### src/rtl/spi_input_conditioner_pkg.sv
// Shared constants for the SPI input conditioning front end and its neighbours.
package spi_pkg;

    // Default debounce settings: a change must persist WAIT_TIME cycles past sync.
    localparam int DEFAULT_WAIT_TIME     = 3;
    localparam int DEFAULT_COUNTER_WIDTH = 3;

    // Idle / reset level of each SPI pin (CS is active low, so idles high).
    localparam logic MOSI_IDLE = 1'b0;
    localparam logic SCLK_IDLE = 1'b0;
    localparam logic CS_IDLE   = 1'b1;

    // True when a counter of the given width can reach the wait count.
    function automatic bit counter_fits(input int wait_time, input int counter_width);
        return (64'(1) << counter_width) > 64'(wait_time);
    endfunction

endpackage

### src/rtl/spi_input_conditioner_if.sv
// Pin-side and conditioned-side signals of the SPI input conditioner.
// The master drives the raw pins and observes the conditioned levels/strobes;
// the slave (the conditioner) does the reverse. Debounce counters are exposed
// read-only so the in-flight debounce state is observable.
interface spi_input_conditioner_if
    import spi_pkg::*;
#(
    parameter int COUNTER_WIDTH = DEFAULT_COUNTER_WIDTH
);
    logic                     mosi_pin;
    logic                     sclk_pin;
    logic                     cs_pin;

    logic                     mosi_cond;
    logic                     mosi_posedge;
    logic                     mosi_negedge;
    logic                     sclk_cond;
    logic                     sclk_posedge;
    logic                     sclk_negedge;
    logic                     cs_cond;
    logic                     cs_posedge;
    logic                     cs_negedge;

    logic [COUNTER_WIDTH-1:0] mosi_cnt;
    logic [COUNTER_WIDTH-1:0] sclk_cnt;
    logic [COUNTER_WIDTH-1:0] cs_cnt;

    modport master (
        output mosi_pin, sclk_pin, cs_pin,
        input  mosi_cond, mosi_posedge, mosi_negedge,
        input  sclk_cond, sclk_posedge, sclk_negedge,
        input  cs_cond, cs_posedge, cs_negedge,
        input  mosi_cnt, sclk_cnt, cs_cnt
    );

    modport slave (
        input  mosi_pin, sclk_pin, cs_pin,
        output mosi_cond, mosi_posedge, mosi_negedge,
        output sclk_cond, sclk_posedge, sclk_negedge,
        output cs_cond, cs_posedge, cs_negedge,
        output mosi_cnt, sclk_cnt, cs_cnt
    );
endinterface

### src/rtl/spi_input_conditioner_ch.sv
// One conditioning channel: two-flop synchronizer, debounce counter and
// registered edge strobes. A change on the synchronized pin is accepted only
// after it has disagreed with the conditioned level for WAIT_TIME+1 checks.
module input_conditioner_ch
    import spi_pkg::*;
#(
    parameter int   WAIT_TIME     = DEFAULT_WAIT_TIME,
    parameter int   COUNTER_WIDTH = DEFAULT_COUNTER_WIDTH,
    parameter logic RESET_VAL     = 1'b0
) (
    input  logic                     clk,
    input  logic                     reset,
    input  logic                     i_pin,
    output logic                     o_cond,
    output logic                     o_posedge,
    output logic                     o_negedge,
    output logic [COUNTER_WIDTH-1:0] o_cnt
);

    // Refuse to build a counter that can never reach the wait count.
    if (!counter_fits(WAIT_TIME, COUNTER_WIDTH)) begin : g_bad_width
        $error("input_conditioner_ch: COUNTER_WIDTH too small for WAIT_TIME");
    end

    localparam logic [COUNTER_WIDTH-1:0] WAIT_CNT = COUNTER_WIDTH'(WAIT_TIME);
    localparam logic [COUNTER_WIDTH-1:0] CNT_ONE  = COUNTER_WIDTH'(1);

    logic                     r_sync0;
    logic                     r_sync1;
    logic                     r_cond;
    logic                     r_posedge;
    logic                     r_negedge;
    logic [COUNTER_WIDTH-1:0] r_cnt;

    // Synchronize, debounce and emit a one-cycle strobe when a change is accepted.
    always_ff @(posedge clk) begin
        if (reset) begin
            r_sync0   <= RESET_VAL;
            r_sync1   <= RESET_VAL;
            r_cond    <= RESET_VAL;
            r_cnt     <= '0;
            r_posedge <= 1'b0;
            r_negedge <= 1'b0;
        end else begin
            r_sync0   <= i_pin;
            r_sync1   <= r_sync0;
            r_posedge <= 1'b0;
            r_negedge <= 1'b0;
            if (r_sync1 == r_cond) begin
                r_cnt <= '0;
            end else if (r_cnt == WAIT_CNT) begin
                r_cond    <= r_sync1;
                r_cnt     <= '0;
                r_posedge <= r_sync1;
                r_negedge <= ~r_sync1;
            end else begin
                r_cnt <= r_cnt + CNT_ONE;
            end
        end
    end

    assign o_cond    = r_cond;
    assign o_posedge = r_posedge;
    assign o_negedge = r_negedge;
    assign o_cnt     = r_cnt;

endmodule

### src/rtl/spi_input_conditioner.sv
// SPI pin front end: three independent conditioning channels (MOSI, SCLK, CS)
// turning raw asynchronous pins into clean levels and edge strobes.
module spi_input_conditioner
    import spi_pkg::*;
#(
    parameter int WAIT_TIME     = DEFAULT_WAIT_TIME,
    parameter int COUNTER_WIDTH = DEFAULT_COUNTER_WIDTH
) (
    input  logic                     clk,
    input  logic                     reset,
    spi_input_conditioner_if.slave   bus
);

    // MOSI data line, idles low.
    input_conditioner_ch #(
        .WAIT_TIME     (WAIT_TIME),
        .COUNTER_WIDTH (COUNTER_WIDTH),
        .RESET_VAL     (MOSI_IDLE)
    ) u_mosi (
        .clk       (clk),
        .reset     (reset),
        .i_pin     (bus.mosi_pin),
        .o_cond    (bus.mosi_cond),
        .o_posedge (bus.mosi_posedge),
        .o_negedge (bus.mosi_negedge),
        .o_cnt     (bus.mosi_cnt)
    );

    // SCLK, idles low; its strobes drive sampling and shifting downstream.
    input_conditioner_ch #(
        .WAIT_TIME     (WAIT_TIME),
        .COUNTER_WIDTH (COUNTER_WIDTH),
        .RESET_VAL     (SCLK_IDLE)
    ) u_sclk (
        .clk       (clk),
        .reset     (reset),
        .i_pin     (bus.sclk_pin),
        .o_cond    (bus.sclk_cond),
        .o_posedge (bus.sclk_posedge),
        .o_negedge (bus.sclk_negedge),
        .o_cnt     (bus.sclk_cnt)
    );

    // Chip select, active low, idles high.
    input_conditioner_ch #(
        .WAIT_TIME     (WAIT_TIME),
        .COUNTER_WIDTH (COUNTER_WIDTH),
        .RESET_VAL     (CS_IDLE)
    ) u_cs (
        .clk       (clk),
        .reset     (reset),
        .i_pin     (bus.cs_pin),
        .o_cond    (bus.cs_cond),
        .o_posedge (bus.cs_posedge),
        .o_negedge (bus.cs_negedge),
        .o_cnt     (bus.cs_cnt)
    );

endmodule

### src/flat_wrapper.sv
// flat-port wrapper written by rule: the top's interface ports become plain ports
module spi_input_conditioner_flat import spi_pkg::*;
#(
    parameter int WAIT_TIME     = DEFAULT_WAIT_TIME,
    parameter int COUNTER_WIDTH = DEFAULT_COUNTER_WIDTH
)
  (clk, reset, bus_mosi_pin, bus_sclk_pin, bus_cs_pin, bus_mosi_cond, bus_mosi_posedge, bus_mosi_negedge, bus_sclk_cond, bus_sclk_posedge, bus_sclk_negedge, bus_cs_cond, bus_cs_posedge, bus_cs_negedge, bus_mosi_cnt, bus_sclk_cnt, bus_cs_cnt);
  spi_input_conditioner_if #(.COUNTER_WIDTH(COUNTER_WIDTH)) bus_i ();
  input  logic clk;
  input  logic reset;
  input wire logic [$bits(bus_i.mosi_pin)-1:0] bus_mosi_pin;
  input wire logic [$bits(bus_i.sclk_pin)-1:0] bus_sclk_pin;
  input wire logic [$bits(bus_i.cs_pin)-1:0] bus_cs_pin;
  output wire logic [$bits(bus_i.mosi_cond)-1:0] bus_mosi_cond;
  output wire logic [$bits(bus_i.mosi_posedge)-1:0] bus_mosi_posedge;
  output wire logic [$bits(bus_i.mosi_negedge)-1:0] bus_mosi_negedge;
  output wire logic [$bits(bus_i.sclk_cond)-1:0] bus_sclk_cond;
  output wire logic [$bits(bus_i.sclk_posedge)-1:0] bus_sclk_posedge;
  output wire logic [$bits(bus_i.sclk_negedge)-1:0] bus_sclk_negedge;
  output wire logic [$bits(bus_i.cs_cond)-1:0] bus_cs_cond;
  output wire logic [$bits(bus_i.cs_posedge)-1:0] bus_cs_posedge;
  output wire logic [$bits(bus_i.cs_negedge)-1:0] bus_cs_negedge;
  output wire logic [$bits(bus_i.mosi_cnt)-1:0] bus_mosi_cnt;
  output wire logic [$bits(bus_i.sclk_cnt)-1:0] bus_sclk_cnt;
  output wire logic [$bits(bus_i.cs_cnt)-1:0] bus_cs_cnt;
  assign bus_i.mosi_pin = bus_mosi_pin;
  assign bus_i.sclk_pin = bus_sclk_pin;
  assign bus_i.cs_pin = bus_cs_pin;
  assign bus_mosi_cond = bus_i.mosi_cond;
  assign bus_mosi_posedge = bus_i.mosi_posedge;
  assign bus_mosi_negedge = bus_i.mosi_negedge;
  assign bus_sclk_cond = bus_i.sclk_cond;
  assign bus_sclk_posedge = bus_i.sclk_posedge;
  assign bus_sclk_negedge = bus_i.sclk_negedge;
  assign bus_cs_cond = bus_i.cs_cond;
  assign bus_cs_posedge = bus_i.cs_posedge;
  assign bus_cs_negedge = bus_i.cs_negedge;
  assign bus_mosi_cnt = bus_i.mosi_cnt;
  assign bus_sclk_cnt = bus_i.sclk_cnt;
  assign bus_cs_cnt = bus_i.cs_cnt;
  spi_input_conditioner #(.WAIT_TIME(WAIT_TIME), .COUNTER_WIDTH(COUNTER_WIDTH)) u_core (.clk(clk), .reset(reset), .bus(bus_i));
endmodule
### config.mk
export PLATFORM = sky130hd
export DESIGN_NAME = spi_input_conditioner_flat
export DESIGN_NICKNAME = d
export VERILOG_FILES = /design/src/rtl/spi_input_conditioner_pkg.sv /design/src/rtl/spi_input_conditioner_if.sv /design/src/rtl/spi_input_conditioner_ch.sv /design/src/rtl/spi_input_conditioner.sv /design/src/flat_wrapper.sv
export SDC_FILE = /design/constraint.sdc
export NUM_CORES = 1
export LEC_CHECK = 0
export ABC_AREA = 1
export CORE_MARGIN = 2
export CORE_UTILIZATION = 47
export CTS_BUF_LIST = sky130_fd_sc_hd__clkbuf_8
export DETAILED_ROUTE_END_ITERATION = 12
export GPL_TIMING_DRIVEN = 0
export PLACE_DENSITY = 0.88
export SYNTH_ARGS = -nofsm -noshare
export SYNTH_HDL_FRONTEND = slang
export SYNTH_SLANG_ARGS = --single-unit
export TNS_END_PERCENT = 100
### constraint.sdc
create_clock -name clk -period 1.3 [get_ports clk]
set_input_delay 0.195 -clock clk [delete_from_list [all_inputs] [get_ports clk]]
set_output_delay 0.195 -clock clk [all_outputs]
set_load 0.01 [all_outputs]
* Yosys cells after proc, flatten, opt, wreduce, memory -nomap -nowiden
Index checks and enable logic that the tools add are counted.
** Operators by class
- Add/sub/neg operators :: 3
- Equality and inequality tests :: 6
- Bitwise logic cells :: 9
- Reduce and logical (&&, ||, !) cells :: 9
** Operators with widths (count)
- 3-bit OR reduction :: 6
- 3-bit by 1-bit adder with 3-bit output (second input constant) :: 3
- 3-bit by 2-bit equality test with 1-bit output (second input constant) :: 3
- 1-bit NOT :: 9
- 2-bit AND reduction :: 3
- 1-bit equality test :: 3
** Word-level totals
- Register bits after elaboration :: 24
- Bits of input ports :: 5
- Word-level logic and storage cells :: 45

* Depth between registers and ports, before layout
Gate-level depths: netlist of run 1.
- Depth in word-level cells :: 3
- Depth in mapped cells :: 5
- Mapped depth without buffers :: 5

* Modules after synthesis
From an unflattened synthesis of run 1, not the netlist that was laid out.
** Unflattened totals
- Cell total of the unflattened synthesis :: 94
- Area, all modules :: 848.3 um2
** Modules (own cells, without submodules)
- input_conditioner_ch at u_core.u_mosi ... :: times used 2, cells each 32, area each 282.8 um2
- input_conditioner_ch at u_core.u_cs :: times used 1, cells each 30, area each 282.8 um2

* Least setup slack after synthesis of run 1
OpenSTA, ideal clock, no wires.
- Path kind :: reg-to-reg
- From :: register u_core.u_mosi.r_cnt[0], in the netlist u_core.u_mosi.o_cnt[0]
- To :: register u_core.u_mosi.r_cnt[0], in the netlist u_core.u_mosi.o_cnt[0]
- Library setup time :: 0.066 ns
- Data arrival time :: 0.995 ns
- Data required time :: 1.234 ns
- Slack :: 0.240 ns
- Stages on the path, launching flop included :: 6
- Path buffers :: 0
- Period minus slack after synthesis :: 1.060 ns
- Cells stage by stage :: dfxtp_1 ha_1 ha_1 inv_1 nand4_1 nor2_1
** Between the ends
- Longest elaborated chain between the ends :: 2
- Elaborated cells between the ends (all ways) :: 3
** RTL lines
- from (decl) :: RTL line spi_input_conditioner_ch.sv:33 : logic [COUNTER_WIDTH-1:0] r_cnt;
- from (signal assigned) :: RTL line spi_input_conditioner_ch.sv:57 : r_cnt <= r_cnt + CNT_ONE;
- parallel branches: the longest is 2 deep, another holds 3-bit by 1-bit adder with 3-bit output
Parallel ways; which one is timed is not known.
A chain may end at the register's enable or synchronous reset.

* Worst setup path in the final report of run 1
- From :: register u_core.u_cs.r_cnt[0], in the netlist u_core.u_cs.o_cnt[0]
- To :: register u_core.u_cs.r_cond, in the netlist u_core.u_cs.o_cond
** Between the ends
- Longest elaborated chain between the ends :: 2
** RTL lines
- from (decl) :: RTL line spi_input_conditioner_ch.sv:33
- from (signal assigned) :: RTL line spi_input_conditioner_ch.sv:57
- 3-bit by 2-bit equality test with 1-bit output :: RTL line spi_input_conditioner_ch.sv:51 : end else if (r_cnt == WAIT_CNT) begin
- 2-bit AND reduction (no line)
- to (signal assigned) :: RTL line spi_input_conditioner_ch.sv:52 : r_cond <= r_sync1;
- to (decl) :: RTL line spi_input_conditioner_ch.sv:30 : logic r_cond;
No other way between the ends.

==> results of run 1 <==
==> worst max path at each step <==
stage	to	cells past startpoint	slack [ps]	startpoint
3_5_place_dp	u_core.u_sclk.o_cnt[0]$_SDFF_PP0_	4	10	reset
2_1_floorplan	u_core.u_mosi.o_cnt[0]$_SDFF_PP0_	5	240	u_core.u_mosi.o_cnt[0]$_SDFF_PP0_
6_report	u_core.u_cs.o_cond$_SDFFE_PP1P_	4	140	u_core.u_cs.o_cnt[0]$_SDFF_PP0_
5_1_grt	u_core.u_cs.o_cnt[0]$_SDFF_PP0_	5	40	u_core.u_cs.o_cnt[0]$_SDFF_PP0_
3_3_place_gp	u_core.u_sclk.o_cnt[0]$_SDFF_PP0_	4	40	reset
4_1_cts	bus_sclk_negedge	1	9	u_core.u_sclk.o_negedge$_SDFF_PP0_
==> routing by layer <==
layer / part of all wire, % / vias to the layer above
met5: 0 / -
met4: 1.1 / 0
met3: 5.8 / 2
met2: 48 / 21
met1: 45 / 284
li1: - / 325
==> state kept, by name, indices dropped and copies added (netlist names) <==
name and count:
u_core.u_mosi.o_cond 1, u_core.u_cs.o_cond 1, u_core.u_cs.o_cnt 3, u_core.u_sclk.r_sync0 1
u_core.u_sclk.o_cnt 3, u_core.u_mosi.r_sync1 1, u_core.u_mosi.o_posedge 1, u_core.u_mosi.o_negedge 1
u_core.u_sclk.r_sync1 1, u_core.u_cs.o_negedge 1, u_core.u_sclk.o_negedge 1, u_core.u_sclk.o_posedge 1
u_core.u_mosi.o_cnt 3, u_core.u_mosi.r_sync0 1, u_core.u_cs.r_sync1 1, u_core.u_cs.o_posedge 1
u_core.u_cs.r_sync0 1, u_core.u_sclk.o_cond 1
==> area by class of cell <==
class	instances	area (µm²)	area share (%)
sequential	24	480	44.1
multi-input combinational	45	249	22.9
inverter	20	75.1	6.90
clock buffer	4	55.1	5.06
tap	16	20.0	1.84
timing repair buffer	22	209	19.2
==> cells by family (layout without fill, tap and decap cells) <==
kind of cell	count (synthesis)	in the layout	share of synthesized area (%)
AO/OA/AOI/OAI	6	6	3.73
buffers and inverters	20	46	9.33
adder cells (fa/ha/maj)	6	6	9.33
AND/OR/NAND/NOR	33	33	17.9
flip-flops	24	24	59.7
==> power groups by stage <==
| stage | combinational (mW) | sequential, mW | clock, mW |
|---|---|---|---|
| finish | 0.0423 | 0.752 | 0.491 |
| CTS | 0.0431 | 0.752 | 0.497 |
| global placement | 0.0426 | 0.769 | 0 |
| global route | 0.0484 | 0.754 | 0.519 |
| floorplan | 0.0195 | 0.770 | 0 |
| detailed placement | 0.0444 | 0.770 | 0 |
==> stage by stage <==
stage / hold WS, ps / instance area, µm² / worst slack (ps)
after floorplan: 266 / 805 / 240
after global placement: 389 / 1040 / 45.0
after detailed placement: 393 / 1040 / 11.5
after CTS: 404 / 1080 / 8.99
after global routing: 412 / 1090 / 42.0
final: 402 / 1090 / 140
==> synthesized netlist by cell type <==
cell type	count
dfxtp_1	24
nor2_1	13
a21oi_1	3
nand4_1	3
ha_1	6
o21ai_0	3
or2_2	2
inv_2	1
inv_1	19
nand2_1	9
nor3_1	6
==> worst reg2reg max path: stages (launching register included) <==
cell and delay, ps:
dfxtp_1 330, ha_1 200, ha_1 230, a21oi_1 180, o21ai_0 110
==> impl_metrics.env, run 1 <==
export IMPL_status="finished, final reports clean"
export IMPL_postCtsHoldBufs=0
export IMPL_r2r_end="u_core.u_cs.o_cond$_SDFFE_PP1P_"
export IMPL_h_tree_depth=1
export IMPL_grt_use_met1_pct=17.2
export IMPL_netlist_area_um2=805
export IMPL_grt_usage_pct=14.5
export IMPL_vias=632
export IMPL_worst_pin_slew_ps=252
export IMPL_rsz0062_at_grt="false"
export IMPL_drcViolationCount=0
export IMPL_yosysTopAreaCell="dfxtp_1"
export IMPL_cpPeakStageDelay_ps=330
export IMPL_wl_per_cell_um=10.1
export IMPL_switchingPower_uw=248
export IMPL_ir_drop_mv=0.705
export IMPL_path_max_fanout=4
export IMPL_crit_type="register to register"
export IMPL_gr_max_usage_layer="met2"
export IMPL_p_int_mw=1.04
export IMPL_clock_latency_ps=260
export IMPL_clock_fmax_mhz=862
export IMPL_power_mw=1.29
export IMPL_finalHoldViolCount=0
export IMPL_drtAntennaViolNets=0
export IMPL_dpl_hpwl_um=946
export IMPL_rows=14
export IMPL_worstPathCellList="ha_1, ha_1, a21oi_1, o21ai_0"
export IMPL_dieArea_mm2=0.00206
export IMPL_gr_total_overflow=0
export IMPL_core_area_mm2=0.00156
export IMPL_leakage_nw=0.583
export IMPL_cts_sinks=24
export IMPL_ys_warn_count=0
export IMPL_ys_seq_area_share_pct=59.7
export IMPL_hp_class="register to register"
export IMPL_final_common_cell="dfxtp_1"
export IMPL_critPathSlowestCell="dfxtp_1"
export IMPL_cpMostUsedCell="ha_1"
export IMPL_drive_gt1_share_pct=6.09
export IMPL_cts_resized=15
export IMPL_grt_pass1_vias=544
export IMPL_sw_frac_of_total_pct=19.3
export IMPL_wirelength_um=1330
export IMPL_path_clk_slew_ps=80
export IMPL_p_clk_share_pct=38.2
export IMPL_clockBufferDepth=2
export IMPL_boundaryPins=23
export IMPL_nFillCells=133
export IMPL_cp_arrival_ps=1300
export IMPL_grt_use_met2_pct=25.1
export IMPL_setup_viol=0
export IMPL_postCtsSetupRepairBufs=0
export IMPL_fin_crit_sh_pct=89.2
export IMPL_r2r_start="u_core.u_cs.o_cnt[0]$_SDFF_PP0_"
export IMPL_min_delay_path_depth=2
export IMPL_power_frac_comb_pct=3.3
export IMPL_grt_first_pass_wirelength_um=2160
export IMPL_cts_buffers=3
export IMPL_crit_family="adder cells"
export IMPL_viasPerCell=4.82
export IMPL_start_util_pct=51.6
export IMPL_die_w_um=45.4
export IMPL_hold_end="u_core.u_mosi.r_sync1$_SDFF_PP0_"
export IMPL_holdCritStartpoint="u_core.u_mosi.r_sync0$_SDFF_PP0_"
export IMPL_synthCells=89
export IMPL_fp_dieH_um=45.4
export IMPL_cts_tree="built"
export IMPL_rrSetupSlack_ps=140
export IMPL_finalWeightedCongestion=0.722
export IMPL_final_cells=131
export IMPL_synthToLayoutAreaGrowth_pct=35.3
export IMPL_clock_skew_ps=1.83
export IMPL_ys_seq_elements=24
export IMPL_layout_common_cells="dfxtp_1, inv_1, dlygate4sd2_1, nor2_1, nand2_1"
export IMPL_antenna_found_initial=0
export IMPL_required_ps=1440
export IMPL_synth_area_per_cell_um2=9.04
export IMPL_maxSlewHeadroom_pct=83.1
export IMPL_grt_start_max_net_pins=14
export IMPL_diodes=0
export IMPL_dr_pass1_iters=4
export IMPL_synth_area_top_cells="dfxtp_1, ha_1, inv_1"
export IMPL_synth_top_cell_area_share_pct=59.7
export IMPL_slew_viol_final=0
export IMPL_finalSetupTns_ps=0
export IMPL_pwr_density_cell_mw_per_mm2=1180
export IMPL_period_minus_slack_ps=1160
export IMPL_seq_power_share_pct=58.5
export IMPL_use_met3_pct=2.38
export IMPL_start_kind="register"
export IMPL_dp_cells=127
export IMPL_cp_end_kind="register"
export IMPL_yosysUniqueCellTypes=11
export IMPL_maxCapViolations=0
export IMPL_nets=127
export IMPL_dr_first_iter_drc_count=17
export IMPL_crit_buf_inv=0
export IMPL_r2r_cells=4
export IMPL_port_buffer_count=22
export IMPL_synthesis_nets=100
export IMPL_fin_util_pct=69.8
export IMPL_cts_root_buf="clkbuf_8"
No activity file was read; power rests on OpenSTA's default activity.
==> inputs of run 2 (changes only) <==
ABC_AREA = default   (was 1)
CORE_UTILIZATION = 48   (was 47)
PLACE_DENSITY = default   (was 0.88)
PLACE_DENSITY_LB_ADDON = 0.05   (was default)
==> impl_metrics.env, run 2 <==
export IMPL_status="finished, final reports clean"
export IMPL_dr_pass1_iters=2
export IMPL_drtAntennaViolNets=0
export IMPL_clock_fmax_mhz=860
export IMPL_ys_seq_area_share_pct=56.3
export IMPL_postCtsSetupRepairBufs=0
export IMPL_die_w_um=46.2
export IMPL_use_met3_pct=4.71
export IMPL_diodes=0
export IMPL_synth_xor_area_share_pct=3.08
export IMPL_r2r_cells=4
export IMPL_cts_root_buf="clkbuf_8"
export IMPL_grt_pass1_vias=436
export IMPL_dr_first_iter_drc_count=6
export IMPL_wirelength_um=1210
export IMPL_path_max_fanout=7
export IMPL_synthAdderAreaFrac_pct=8.80
export IMPL_layout_common_cells="dfxtp_1, dlygate4sd2_1, nor4_1, and4bb_2"
export IMPL_core_area_mm2=0.00171
export IMPL_pwr_density_cell_mw_per_mm2=1130
export IMPL_dieArea_mm2=0.00213
export IMPL_slew_viol_final=0
export IMPL_gr_total_overflow=0
export IMPL_synth_top_cell_area_share_pct=56.3
export IMPL_finalHoldViolCount=0
export IMPL_grt_use_met1_pct=17.0
export IMPL_cts_buffers=3
export IMPL_final_common_cell="dfxtp_1"
export IMPL_synthFlopType="dfxtp_1"
export IMPL_required_ps=1460
export IMPL_grt_usage_pct=12.8
export IMPL_synth_commonest_cells="dfxtp_1, and4bb_2, ha_1, nor4_1, nor2b_1"
export IMPL_worstPathCellList="ha_1, ha_2, nor2b_1, a211o_1"
export IMPL_viasPerCell=4.73
export IMPL_synthToLayoutAreaGrowth_pct=34.3
export IMPL_worst_pin_slew_ps=362
export IMPL_crit_type="register to register"
export IMPL_grt_start_max_net_pins=14
export IMPL_hp_class="register to register"
export IMPL_place_ws_ps=-17.9
export IMPL_port_buffer_count=22
export IMPL_path_clk_slew_ps=80
export IMPL_synth_area_top_cells="dfxtp_1, and4bb_2, ha_1"
export IMPL_crit_buf_inv=0
export IMPL_min_delay_path_depth=1
export IMPL_critPathSlowestCell="dfxtp_1"
export IMPL_synth_simple_area_share_pct=24.5
export IMPL_clock_latency_ps=260
export IMPL_ys_seq_elements=24
export IMPL_ir_drop_mv=0.781
export IMPL_fp_dieH_um=46.2
export IMPL_maxSlewHeadroom_pct=75.7
export IMPL_synth_area_per_cell_um2=13.1
export IMPL_vias=549
export IMPL_synth_compound_area_share_pct=1.03
export IMPL_start_util_pct=50.0
export IMPL_yosysUniqueCellTypes=13
export IMPL_boundaryPins=23
export IMPL_drive_gt1_share_pct=22.0
export IMPL_crit_family="adder cells"
export IMPL_nets=103
export IMPL_antenna_found_initial=0
export IMPL_synth_most_common_cell="dfxtp_1"
export IMPL_worst_slack_ps=137
export IMPL_synth_top_family_by_area="simple AND/OR/NAND/NOR gates"
export IMPL_clockBufferDepth=2
export IMPL_maxCapViolations=0
export IMPL_power_mw=1.30
export IMPL_postCtsHoldBufs=0
export IMPL_cts_sinks=24
export IMPL_synthArstFlopShare_pct=0
export IMPL_synthesis_nets=76
export IMPL_finalWeightedCongestion=0.669
export IMPL_ys_warn_count=0
export IMPL_grt_first_pass_wirelength_um=1860
export IMPL_gr_max_usage_layer="met1"
export IMPL_fin_crit_sh_pct=89.5
export IMPL_h_tree_depth=1
export IMPL_clock_skew_ps=3.44
export IMPL_wl_per_cell_um=10.4
export IMPL_cp_end_kind="register"
export IMPL_rsz0062_at_grt="false"
export IMPL_cts_tree="built"
export IMPL_cp_arrival_ps=1320
export IMPL_synth_mux_area_share_pct=2.35
export IMPL_leakage_nw=0.515
export IMPL_yosysTopAreaCell="dfxtp_1"
export IMPL_cpPeakStageDelay_ps=370
export IMPL_drcViolationCount=0
export IMPL_rows=15
export IMPL_synth_edff_count=0
export IMPL_netlist_area_um2=853
export IMPL_grt_use_met2_pct=16.9
export IMPL_period_minus_slack_ps=1160
export IMPL_crit_cells=4
export IMPL_start_kind="register"
export IMPL_setup_viol=0
export IMPL_synthCells=65
[run 2: cell types whose count changed after synthesis, sizes merged, moves of 3 or more]
cell	change
a21oi	-3
and4bb	+6
inv	-17
nand2	-9
nand4	-3
nor2	-11
nor2b	+5
nor3	-6
nor4	+6
nor4b	+3
o21ai	-3
xnor2	+3
[run 2: logic make-up (layout without fill, tap and decap cells)]
group,after synthesis,in the layout
flops,24,24
simple gates,24,24
fa+ha+maj,6,6
buf+inv,5,31
xor+xnor,3,3
mux,2,2
compound gates,1,1
[run 2: final cells by class]
class	count	area (µm²)
multi-input combinational	36	342
buffer	2	22.5
sequential	24	483
clock buffer	4	55.1
inverter	3	11.3
timing repair buffer	22	201
tap	25	31.3
fill	150	562
[run 2: worst register-to-register path, cell delays in order, from the launching register on]
cell and delay (ps):
dfxtp_1 370, ha_1 160, ha_2 250, nor2b_1 70
a211o_1 210
[run 2: what timing repair did]
item                                    in CTS  in global routing
resized for setup                           19                  2
endpoints found under the setup margin      17                  2
hold endpoints to repair                     0                  0
[run 2: stage by stage]
step | cells | TNS (ps) | hold WS (ps) | area, µm² | util [%]
finish | 116 | 0 | 417 | 1150 | 67.1
global route | 116 | 0 | 426 | 1150 | 67.1
CTS | 116 | 0 | 422 | 1140 | 66.8
detailed placement | 112 | -61.6 | 404 | 1100 | 64.7
global placement | 112 | -40.2 | 394 | 1100 | 64.7
floorplan | 65 | 0 | 299 | 853 | -
[run 2: report_power, final]
| part | total (mW) | switching, mW | internal, mW |
|---|---|---|---|
| clock network | 0.494 | 0.224 | 0.270 |
| registers | 0.753 | 0.00666 | 0.746 |
| logic | 0.0528 | 0.0213 | 0.0315 |
| total | 1.30 | 0.252 | 1.05 |
[run 2: final timing paths]
check,from,slack [ps],to
min,u_core.u_cs.r_sync0$_SDFF_PP1_,420,u_core.u_cs.r_sync1$_SDFF_PP1_
min reg2reg,u_core.u_cs.r_sync0$_SDFF_PP1_,420,u_core.u_cs.r_sync1$_SDFF_PP1_
max reg2reg,u_core.u_cs.o_cnt[0]$_SDFF_PP0_,140,u_core.u_cs.o_cond$_SDFFE_PP1P_
max,u_core.u_cs.o_cnt[0]$_SDFF_PP0_,140,u_core.u_cs.o_cond$_SDFFE_PP1P_
[run 2: metal layers]
metal | vias to the layer above | share of wire [%]
li1 | 283 | -
met1 | 247 | 49
met2 | 14 | 44
met3 | 5 | 4.8
met4 | 0 | 2.3
met5 | - | 0
==> edit: new RTL, settings of run 1 <==
`DEFAULT_COUNTER_WIDTH`: 3 -> 4.
--- a/src/rtl/spi_input_conditioner_pkg.sv
+++ b/src/rtl/spi_input_conditioner_pkg.sv
@@ -5,3 +5,3 @@
     localparam int DEFAULT_WAIT_TIME     = 3;
-    localparam int DEFAULT_COUNTER_WIDTH = 3;
+    localparam int DEFAULT_COUNTER_WIDTH = 4;
 
Ports: changed (resized bus_cs_cnt, bus_mosi_cnt and bus_sclk_cnt); port bits go from 23 to 26. The function was not compared with the original's and may differ.
==> edit against run 1 <==
Clock skew about the same. Global-route usage increased by 1.2 points. Clock power decreased by 9.6%. Critical path depth decreased by 3. Setup slack improved by 0.024 ns. Sequential cell count increased by 3. Synthesized area increased by 26%. Power increased by 4.5%. Largest cell class unchanged. Design area increased by 21%. Wire length increased by 30%. Largest power group unchanged.
==> edit: results <==
[grt]
global_route.usage.total_pct = 15.68
grt_pass1_wl_microns = 2939
pin_count_of_the_biggest_net_entering_global_routing = 15

[detailed_routing]
dr_iter_0_viols = 8
num_vias = 804
postRouteWirelength_microns = 1719
via_per_inst = 4.542

[synthesis]
synthCells = 122
postSynthNetCount = 130
synth.cells.most_frequent = 28 x sky130_fd_sc_hd__nor2_1, 27 x sky130_fd_sc_hd__dfxtp_1, 21 x sky130_fd_sc_hd__nand2_1, 18 x sky130_fd_sc_hd__inv_1, 7 x sky130_fd_sc_hd__nand3_1
synth.yosys.seq_area_share_pct = 53.33
post_synth_num_cell_types = 17
synth-compound-area-share_pct = 0.4938
synthFlopType = sky130_fd_sc_hd__dfxtp_1
yosys.area_share.adder_pct = 3.704

[placed_design]
hpwlAfterDp_microns = 1292
place_ws_ns = 0.1563
buffer_ports.inserted = 24
placed_area_sq_mm = 0.001287
globalplace.congestion = 0.6802
dp_cells = 173

[die]
core_area_sq_mm = 0.002002

[layout]
final.fill_count = 178
fin_nets = 159
drive_above_1_share_pct = 12.67

[sta]
worst_slew_pin_slew_ns = 0.2256

[worst_setup_path]
crit_family = flip-flops
worst_path_largest_cell_delay_ns = 0.39
worstPathArrival_ns = 0.94

[power_and_ir_drop]
vdd_drop_max_v = 0.0006133
total_leakage_power_nw = 0.6783

[outcome]
status = finished, final reports clean
==> edit: cell count changes in the layout (fill, tap and decap cells not counted), moves of 3 or more <==
cell / change
sky130_fd_sc_hd__dfxtp_2: +6
sky130_fd_sc_hd__nand2_1: +12
sky130_fd_sc_hd__nor3_1: -6
sky130_fd_sc_hd__dfxtp_1: -3
sky130_fd_sc_hd__ha_1: -3
sky130_fd_sc_hd__nor2_1: +15
sky130_fd_sc_hd__a21oi_1: -3
sky130_fd_sc_hd__xnor2_1: +3
sky130_fd_sc_hd__dlygate4sd2_1: +4
sky130_fd_sc_hd__nand3_1: +7
==> edit: layout make-up <==
class	instances	area (sq um)	area share [%]
Multi-Input combinational cell	75	385.4	29.17
Buffer	1	11.26	0.8523
Clock inverter	1	3.754	0.2841
Clock buffer	3	41.29	3.125
Inverter	19	76.32	5.777
Timing Repair Buffer	24	221.5	16.76
Sequential cell	27	548.0	41.48
Tap cell	27	33.78	2.557
==> edit: where the power goes <==
group	internal [W]	switching [W]	leakage [nW]
Combinational	0.0000255	0.0000275	0.429
Clock	0.000211	0.000233	0.0269
Sequential	0.000838	0.00000836	0.222
Total	0.00107	0.000268	0.678
==> edit: what timing repair did <==
item	CTS	global route
pin swaps	0	0
setup endpoints to repair	19	2
hold buffers	0	0
cloned	0	0
resized for setup	25	2
==> edit: path summary, 6_finish.rpt <==
| kind | from | end | slack (ns) | depth (start not counted) |
|---|---|---|---|---|
| min reg2reg | u_core.u_mosi.r_sync0$_SDFF_PP0_ | u_core.u_mosi.r_sync1$_SDFF_PP0_ | 0.41 | 2 |
| max | u_core.u_cs.o_cnt[1]$_SDFF_PP0_ | bus_cs_cnt[1] | 0.16 | 1 |
| min | reset | u_core.u_sclk.r_sync0$_SDFF_PP0_ | 0.13 | 2 |
| max reg2reg | u_core.u_mosi.o_cnt[1]$_SDFF_PP0_ | u_core.u_mosi.o_cond$_SDFFE_PP0P_ | 0.21 | 4 |
==> edit: per-layer routing <==
| layer | track usage (%) | share of wire (%) | up-vias |
|---|---|---|---|
| li1 | - | - | 426 |
| met3 | 1.786 | 3.9 | 5 |
| met5 | 0 | 0 | - |
| met2 | 30.48 | 52 | 20 |
| met4 | 10.81 | 2.8 | 0 |
| met1 | 15.04 | 41 | 353 |
==> edit: cell families (layout without fill, tap and decap cells) <==
logic type / count (synthesis) / after routing
and+or+nand+nor: 68 / 68
DFF: 27 / 27
buffers and inverters: 20 / 48
adders and majority gates: 3 / 3
xor gates and xnor gates: 3 / 3
AOI/OAI and AO/OA: 1 / 1
